**config.mk**
```make
export PLATFORM = sky130hd
export DESIGN_NAME = uart_transmitter
export DESIGN_NICKNAME = d
export VERILOG_FILES = /design/src/rtl/uart_transmitter.sv
export SDC_FILE = /design/constraint.sdc
export NUM_CORES = 1
export LEC_CHECK = 0
export CAP_MARGIN = 0
export CORE_MARGIN = 10
export CORE_UTILIZATION = 35
export DETAILED_ROUTE_END_ITERATION = 8
export SYNTH_ARGS = -nofsm -noshare
export SYNTH_HDL_FRONTEND = slang
export SYNTH_SLANG_ARGS = --single-unit
```
**constraint.sdc**
```tcl
create_clock -name clk -period 4.9 [get_ports clk]
set_clock_uncertainty 0.1 [all_clocks]
set_input_delay 0.98 -clock clk [delete_from_list [all_inputs] [get_ports clk]]
set_output_delay 0.98 -clock clk [all_outputs]
set_load 0.005 [all_outputs]
```
**src/rtl/uart_transmitter.sv**
```systemverilog
// Byte-wide UART transmitter: start bit, 8 data bits LSB first, STOP_BITS stop bits,
// paced by the shared tick_in enable, with a one-byte holding register for gapless streaming.
module uart_transmitter #(
  parameter int TICKS_PER_BIT = 16,
  parameter int STOP_BITS     = 1
) (
  input  logic       clk,
  input  logic       rst,
  input  logic       tick_in,
  input  logic [7:0] bus,
  input  logic       byte_valid,
  output logic       byte_ready,
  output logic       dcom,
  output logic       busy,
  output logic       tx_done
);
  localparam int STOP_TICKS = STOP_BITS * TICKS_PER_BIT;
  localparam int CW         = $clog2(STOP_TICKS + 1);
  localparam logic [CW-1:0] BIT_LIM  = CW'(TICKS_PER_BIT - 1);
  localparam logic [CW-1:0] STOP_LIM = CW'(STOP_TICKS - 1);

  typedef enum logic [1:0] {IDLE, START, DATA, STOP} state_t;

  state_t        state;
  logic [CW-1:0] cnt;
  logic [2:0]    idx;
  logic [7:0]    shift;
  logic [7:0]    hold;
  logic          hold_full;
  logic          bit_end;
  logic          stop_end;
  logic          load;
  logic          accept;

  // A tick completes a period when the count already sits one below the limit,
  // so the entry edge is never counted and the counter never reaches the limit.
  assign bit_end  = tick_in && (cnt == BIT_LIM);
  assign stop_end = tick_in && (cnt == STOP_LIM);
  assign load     = hold_full && ((state == IDLE) || ((state == STOP) && stop_end));
  assign accept   = byte_valid && byte_ready;
  assign busy     = (state != IDLE);

  always_ff @(posedge clk or posedge rst) begin
    if (rst) begin
      state      <= IDLE;
      cnt        <= '0;
      idx        <= '0;
      shift      <= '0;
      hold       <= '0;
      hold_full  <= 1'b0;
      byte_ready <= 1'b1;
      dcom       <= 1'b1;
      tx_done    <= 1'b0;
    end else begin
      tx_done <= 1'b0;

      // Holding-to-shift transfer takes priority over a new capture.
      if (load) begin
        hold_full  <= 1'b0;
        byte_ready <= 1'b1;
      end else if (accept) begin
        hold       <= bus;
        hold_full  <= 1'b1;
        byte_ready <= 1'b0;
      end

      case (state)
        IDLE: begin
          if (load) begin
            shift <= hold;
            cnt   <= '0;
            dcom  <= 1'b0;
            state <= START;
          end
        end
        START: begin
          if (bit_end) begin
            cnt   <= '0;
            idx   <= '0;
            dcom  <= shift[0];
            state <= DATA;
          end else if (tick_in) begin
            cnt <= cnt + 1'b1;
          end
        end
        DATA: begin
          if (bit_end) begin
            cnt <= '0;
            if (idx == 3'd7) begin
              dcom  <= 1'b1;
              state <= STOP;
            end else begin
              idx  <= idx + 3'd1;
              dcom <= shift[idx + 3'd1];
            end
          end else if (tick_in) begin
            cnt <= cnt + 1'b1;
          end
        end
        STOP: begin
          if (stop_end) begin
            cnt     <= '0;
            tx_done <= 1'b1;
            if (hold_full) begin
              shift <= hold;
              dcom  <= 1'b0;
              state <= START;
            end else begin
              state <= IDLE;
            end
          end else if (tick_in) begin
            cnt <= cnt + 1'b1;
          end
        end
        default: begin
          cnt   <= '0;
          dcom  <= 1'b1;
          state <= IDLE;
        end
      endcase
    end
  end
endmodule

```
Word-level counts from Yosys, hierarchy flattened
Index checks and enable logic that the tools add are counted.
Word-level totals
  output and inout port bits: 4
  input bits: 12
  bits in registers: 30
  word-level logic and storage cells: 77
Cells by class
  order comparisons: 1
  bitwise logic cells: 1
  reductions and logical operators: 17
  multiplexer cells: 34
  equality and inequality tests: 13
  add/subtract/negate cells: 2
Operators with widths (count)
  $mux 8: 3
  $pmux 8 s2: 1
  $mux 5: 3
  $mux 1: 14
  $ne 2x2->1 const B: 7
  $mux 2: 5
  $pmux 5 s2: 1
  $reduce_and 5->1: 2
  $mux 3: 3
  $pmux 2 s4: 1
  $reduce_and 4->1: 2
  $reduce_bool 2->1: 4
  $pmux 3 s2: 1
  $add 5x1->5 const B: 1
  $eq 5x4->1 const B: 1
  $eq 2x2->1 const B: 2
  $logic_and 1x1->1: 4
  $lt 3x4->1 const B: 1
  $pmux 1 s4: 1
  $reduce_and 2->1: 2
  $add 3x1->3 const B: 1
  $bmux 1 s3: 1
  $eq 3x3->1 const B: 1
  $ne 3x1->1 const B: 1
  5 further kinds: 5

Logic depth before layout (Yosys ltp)
Gate-level depths: netlist of the first run.
  word-level depth: 7
  mapped depth: 7
  gate-level depth less buffers: 6

Worst setup path after synthesis of the first run
OpenSTA, ideal clock, no wires.
  path kind: reg2reg
  start: register idx[0]
  end: register dcom
  library setup time: 0.085 ns
  path buffers: 0
  cell stages (with the launch flop): 7
  period minus slack after synthesis: 2.085 ns
  path slack: 2.815 ns
  arrival time: 1.901 ns
  data required time: 4.715 ns
  cells stage by stage: dfrtp_1 > ha_1 > ha_1 > mux4_1 > mux2_2 > o211ai_2 > a2bb2oi_1
Between the ends
  longest elaborated chain between the ends: 6
  elaborated cells between the ends (all ways): 7
  those cells by class: add/sub (1); eq/ne (1); mux (5)
Ends and longest elaborated chain
  start: declaration: RTL line 26  | logic [2:0] idx;
  start signal: assignment: RTL line 93  | idx <= idx + 3'd1;
  $add 3x1->3: RTL line 94  | dcom <= shift[idx + 3'd1];
  $bmux 1 s3: RTL line 94
  $mux 1 (not written as such): RTL line 94
  $mux 1 *: RTL line 89  | if (idx == 3'd7) begin
  $mux 1 *: RTL line 87  | if (bit_end) begin
  $pmux 1 s4 *: RTL line 67  | case (state)
  end signal: assignment: RTL line 80  | dcom <= shift[0];
  end signal: assignment: RTL line 94
  end: declaration: RTL line 13  | output logic dcom,
Mark *: on every way between the ends. The rest lies on a longest branch, timed or not. The select of a mux whose other input is x is not followed.
A chain may end at the register's enable or synchronous reset.

Worst setup path in the final report of the first run
  start: register state[0]
  end: output port busy
Between the ends
  longest elaborated chain between the ends: 1
Ends and longest elaborated chain
  start: declaration: RTL line 24  | state_t state;
  start signal: assignment: RTL line 45  | state <= IDLE;
  start signal: assignment: RTL line 73  | state <= START;
  start signal: assignment: RTL line 81  | state <= DATA;
  $reduce_bool 2->1: RTL line 41  | assign busy = (state != IDLE);
  end: declaration: RTL line 14  | output logic busy,
Every way passes these cells.

==> results of run 1 <==
cells in the mapped netlist, types with 3 or more instances:
master      n  area share (%)
ha_1        8             6.5
dfrtp_1    28              45
nor2_1      9             2.2
nand2_1     5             1.2
mux2_2     18              13
o2bb2ai_1   3             1.7
inv_1       8             1.9
a21oi_1     4             1.3
o21ai_0     6             1.9
nor3_1      3            0.97
power breakdown:
group | internal [W] | switching (W)
clock network | 0.000217 | 0.0000869
registers | 0.000351 | 0.0000752
logic | 0.000208 | 0.000200
logic make-up (layout without fill, tap and decap cells):
| kind of cell | after synthesis | in the layout |
|---|---|---|
| flops | 30 | 30 |
| buf+inv | 12 | 31 |
| compound gates | 29 | 29 |
| simple gates | 26 | 26 |
| fa+ha+maj | 8 | 8 |
| mux | 22 | 22 |
worst min path at each step:
stage                                 startpoint                     end  slack [ps]  cells past startpoint
after global placement    byte_ready$_DFFE_PP1P_  byte_ready$_DFFE_PP1P_         380                      2
after floorplan               cnt[4]$_DFFE_PP0P_      cnt[4]$_DFFE_PP0P_         360                      1
after detailed placement  byte_ready$_DFFE_PP1P_  byte_ready$_DFFE_PP1P_         380                      2
final                     byte_ready$_DFFE_PP1P_  byte_ready$_DFFE_PP1P_         390                      2
after CTS                 byte_ready$_DFFE_PP1P_  byte_ready$_DFFE_PP1P_         390                      2
after global routing        shift[2]$_DFFE_PP0P_    shift[2]$_DFFE_PP0P_         430                      1
worst max-delay path, cell delays in order, from the launching register on:
cell and delay [ps]:
dfrtp_1 400, inv_1 120, ha_1 230, inv_1 170
clkdlybuf4s50_1 540
final cells by class:
cell class	count	area, sq um	share of cell area [%]
clock inverter	2	60.1	3.19
clock buffer	6	82.6	4.39
timing repair buffer	15	150	7.98
multi-input combinational	85	739	39.3
sequential	30	753	40.1
tap	52	65.1	3.46
inverter	8	30.0	1.60
through the flow:
step / worst slack [ps] / power (W) / hold slack [ps] / instance area, sq um
floorplan: 2810 / 0.000729 / 364 / 1540
global placement: 2180 / 0.000816 / 381 / 1740
detailed placement: 2120 / 0.000843 / 385 / 1740
CTS: 2080 / 0.00115 / 394 / 1880
global route: 1990 / 0.00122 / 426 / 1880
finish: 2090 / 0.00114 / 392 / 1880
state kept, by name, summed over array words and instances, names as in the netlist:
register	cells
byte_ready	1
cnt	5
dcom	1
hold	8
hold_full	1
idx	3
shift	8
state	2
tx_done	1
layer usage:
layer  track usage [%]  vias up
met1              9.26      507
met5                 0        -
met4              4.86        0
li1                  -      501
met2              13.1       21
met3              3.19        7
==> impl_metrics.yaml, run 1 <==
status:
  outcome: "complete, no violations"
power_and_ir_drop:
  power.density_mw_per_mm2: 605
  max-vdd-ir-drop_mv: 0.245
  p_leak_nw: 0.808
timing:
  hold_viol: 0
  grt_setup_unrepaired: "no"
  fin_tns_setup_ps: 0
  period_needed_ps: 2810
  fin_crit_sh_pct: 57.4
  tightest_slew_ps: 1110
  fmax_mhz: 356
  drv_slew: 0
  slew_headroom_pct: 26.2
  finalSetupViolations: 0
cts:
  cts_tree: "yes"
  post_cts_buffers: 0
  ctsHoldBuffers: 0
  cts_buffers: 5
  cts_resized: 0
  cts_sinks: 30
  h-tree-depth: 2
  clock_path_buffers: 2
  clock_latency_ps: 270
  cts_root_buf: "clkbuf_8"
  clkTransAtPathRegs_ps: 60
global_route:
  grt_pass1_vias: 1131
  grt_pass1_wl_um: 5020
  grt_use_total_pct: 8.28
  globalRouteOverflowTotal: 0
  antenna_found_initial: 0
  grt_max_degree: 31
critical_path:
  r2r_cells: 6
  r2r_slack_ps: 2690
  end_kind: "primary output"
  worst-path-max-fanout: 5
  crit_required_ps: 3820
  crit_path_start: "state[0]$_DFFE_PP0P_"
  path_class: "reg2out"
  r2r_end: "dcom$_DFFE_PP1P_"
  arrival_ps: 1730
  timing.rr.start: "idx[0]$_DFFE_PP0P_"
  timing.critical_path.to: "busy"
  start_kind: "register"
layout:
  final_common_cell: "dfrtp_1"
  stdcell_count: 198
  final_cell_mix: "dfrtp_1 (28), mux2_2 (18), clkdlybuf4s50_1 (15)"
  nets: 165
  diodes: 0
  syn2layout_area_growth_pct: 21.8
  fillCellCount: 400
  fin_util_pct: 43.5
  drive_gt1_share_pct: 24.0
logic_synthesis:
  async_flop_share_pct: 100
  synth_mux_area_share_pct: 17.8
  syn_avg_cell_area_sq_um: 12.2
  synth-xor-area-share_pct: 0
  synth_edf_count: 0
  synth.distinct_cells: 38
  synth-warning-count: 0
  ys_ff_latch: 30
  synth_top_family_by_area: "multiplexers"
  synth.cell_area_sq_mm: 0.00154
  synth_seq_area_share_pct: 48.8
  yosys.area_share.simple_pct: 8.75
  synth-main-ff-cell: "dfrtp_1"
  syn_inst: 127
  yosys.area_share.adder_pct: 6.48
  synth.net_count: 147
  synth_compound_area_share_pct: 14.8
detailed_routing:
  met3WireLength_um: 139
  ant_nets: 0
  wl_met2_um: 1420
  dr.pass1.iters: 4
  top_layer: "met4"
  viasPerCell: 5.23
  wire_per_inst_um: 14.4
  wl_met1_um: 1230
  drc: 0
  totalWireLength_um: 2850
  route.vias.total: 1036
  drt_iter0_drc: 107
floorplanning:
  start_util_pct: 35.7
  rows: 24
  die_h_um: 86.4
  core_area_sq_mm: 0.00432
  die_w_um: 86.4
  dieArea_sq_mm: 0.00747
  io_pins: 16
placement:
  portBuffers: 15
  gp_congestion: 0.850
  dp_hpwl_um: 2240
  dp_cells: 190
run:
  maxCapViolations: 0
min_path:
  min-delay-path-class: "reg2reg"
(Power assumes the default switching activity.)
==> run 2, diff against run 1 <==
clock period = 2.5 ns   (was 4.9 ns; I/O delays follow)
==> run 2 against run 1 <==
  * Non-clock buffer count up 1
  * Register-to-register slack worse by 2400 ps
  * First-iteration DRC count down 62%
  * Routed wire length up 5.4%
  * Die area unchanged
  * Cell count up 0.51%
  * Largest cell class unchanged
  * Worst hold slack better by 1.8 ps
  * Cell area down 2.1%
  * Critical path type unchanged
  * Via count up 0.68%
==> impl_metrics.yaml, run 2 (same netlist as run 1, synthesis figures left out) <==
cts:
  h-tree-depth: 2
  clock_latency_ps: 280
  clkTransAtPathRegs_ps: 60
  cts_root_buf: "clkbuf_8"
  cts_tree: "yes"
  cts_resized: 0
  post_cts_buffers: 0
  cts_buffers: 5
  clock_path_buffers: 2
  ctsHoldBuffers: 0
  cts_sinks: 30
global_route:
  grt_max_degree: 31
  antenna_found_initial: 0
  grt_use_total_pct: 8.59
  globalRouteOverflowTotal: 0
  grt_pass1_wl_um: 5180
  grt_pass1_vias: 1195
layout:
  fillCellCount: 415
  final_common_cell: "dfrtp_1"
  diodes: 0
  drive_gt1_share_pct: 24.5
  final_cell_mix: "dfrtp_1 (28), mux2_2 (18), clkdlybuf4s50_1 (15)"
  syn2layout_area_growth_pct: 19.2
  nets: 166
  largestRegisters: "hold (8), shift (8), cnt (5)"
detailed_routing:
  totalWireLength_um: 3000
  drc: 0
  dr.pass1.iters: 4
  viasPerCell: 5.24
  wire_per_inst_um: 15.1
  ant_nets: 0
  drt_iter0_drc: 41
  route.vias.total: 1043
floorplanning:
  core_area_sq_mm: 0.00432
  start_util_pct: 35.7
  die_h_um: 86.4
  die_w_um: 86.4
  dieArea_sq_mm: 0.00747
  rows: 24
  io_pins: 16
timing:
  tightest_slew_ps: 393
  hold_viol: 0
  fin_tns_setup_ps: 0
  fmax_mhz: 424
  period_needed_ps: 2360
  slew_headroom_pct: 73.5
  drv_slew: 0
  fin_crit_sh_pct: 94.3
  grt_setup_unrepaired: "no"
  finalSetupViolations: 0
power_and_ir_drop:
  power.density_mw_per_mm2: 1110
  max-vdd-ir-drop_mv: 0.385
  power_w: 0.00205
  p_leak_nw: 0.788
critical_path:
  end_kind: "primary output"
  crit_required_ps: 1900
  start_kind: "register"
  arrival_ps: 1760
  path_class: "reg2out"
  worst-path-max-fanout: 5
placement:
  portBuffers: 15
  dp_hpwl_um: 2300
  gp_congestion: 0.854
status:
  outcome: "complete, no violations"
run:
  maxCapViolations: 0
min_path:
  min-delay-path-class: "reg2reg"
==> run 2: cell type report <==
type	count	area, sq um	area share [%]
clock buffer	6	82.6	4.49
clock inverter	2	12.5	0.680
inverter	8	30.0	1.63
multi-input combinational	85	739	40.2
sequential	30	753	40.9
tap	52	65.1	3.54
timing repair buffer	16	158	8.57
==> run 2: worst max-delay path, stage by stage (launching register included) <==
cell	delay, ps
dfrtp_1	400
inv_1	120
ha_1	230
inv_1	170
clkdlybuf4s50_1	540
==> run 2: per-layer routing <==
layer / global-route usage [%] / wire length (um) / vias to the layer above
li1: - / - / 498
met1: 9.15 / 1320 / 517
met2: 14.6 / 1510 / 21
met3: 3.19 / 108 / 7
met4: 4.12 / 59 / 0
met5: 0 / 0 / -
==> run 2: final timing paths <==
kind,start,end,slack (ps),cells past startpoint
max,state[0]$_DFFE_PP0P_,busy,140,4
min,byte_ready$_DFFE_PP1P_,byte_ready$_DFFE_PP1P_,390,2
min in group asynchronous,rst,idx[0]$_DFFE_PP0P_,490,3
min reg2reg,byte_ready$_DFFE_PP1P_,byte_ready$_DFFE_PP1P_,390,2
max reg2reg,idx[0]$_DFFE_PP0P_,dcom$_DFFE_PP1P_,270,6
max in group asynchronous,rst,byte_ready$_DFFE_PP1P_,1490,3
==> run 2: power breakdown <==
part / internal (W) / total, W / switching [W] / leakage [nW]
clock: 0.000221 / 0.000408 / 0.000187 / 0.0472
combinational: 0.000410 / 0.000806 / 0.000396 / 0.363
sequential: 0.000687 / 0.000835 / 0.000148 / 0.378
total: 0.00132 / 0.00205 / 0.000732 / 0.788
==> run 2: through the flow <==
step	cell area (sq um)	hold slack [ps]	instances	utilization (%)	setup WS (ps)
floorplan	1540	364	127	-	415
global placement	1750	381	191	40.4	266
detailed placement	1750	396	191	40.4	207
CTS	1840	402	199	42.6	135
global route	1840	421	199	42.6	55.8
finish	1840	393	199	42.6	144
==> run 3, diff against run 2 <==
GPL_ROUTABILITY_DRIVEN = 0   (was not set)
==> results of run 3 <==
The final DEF is identical to that of run 2; final timing and power are the same.
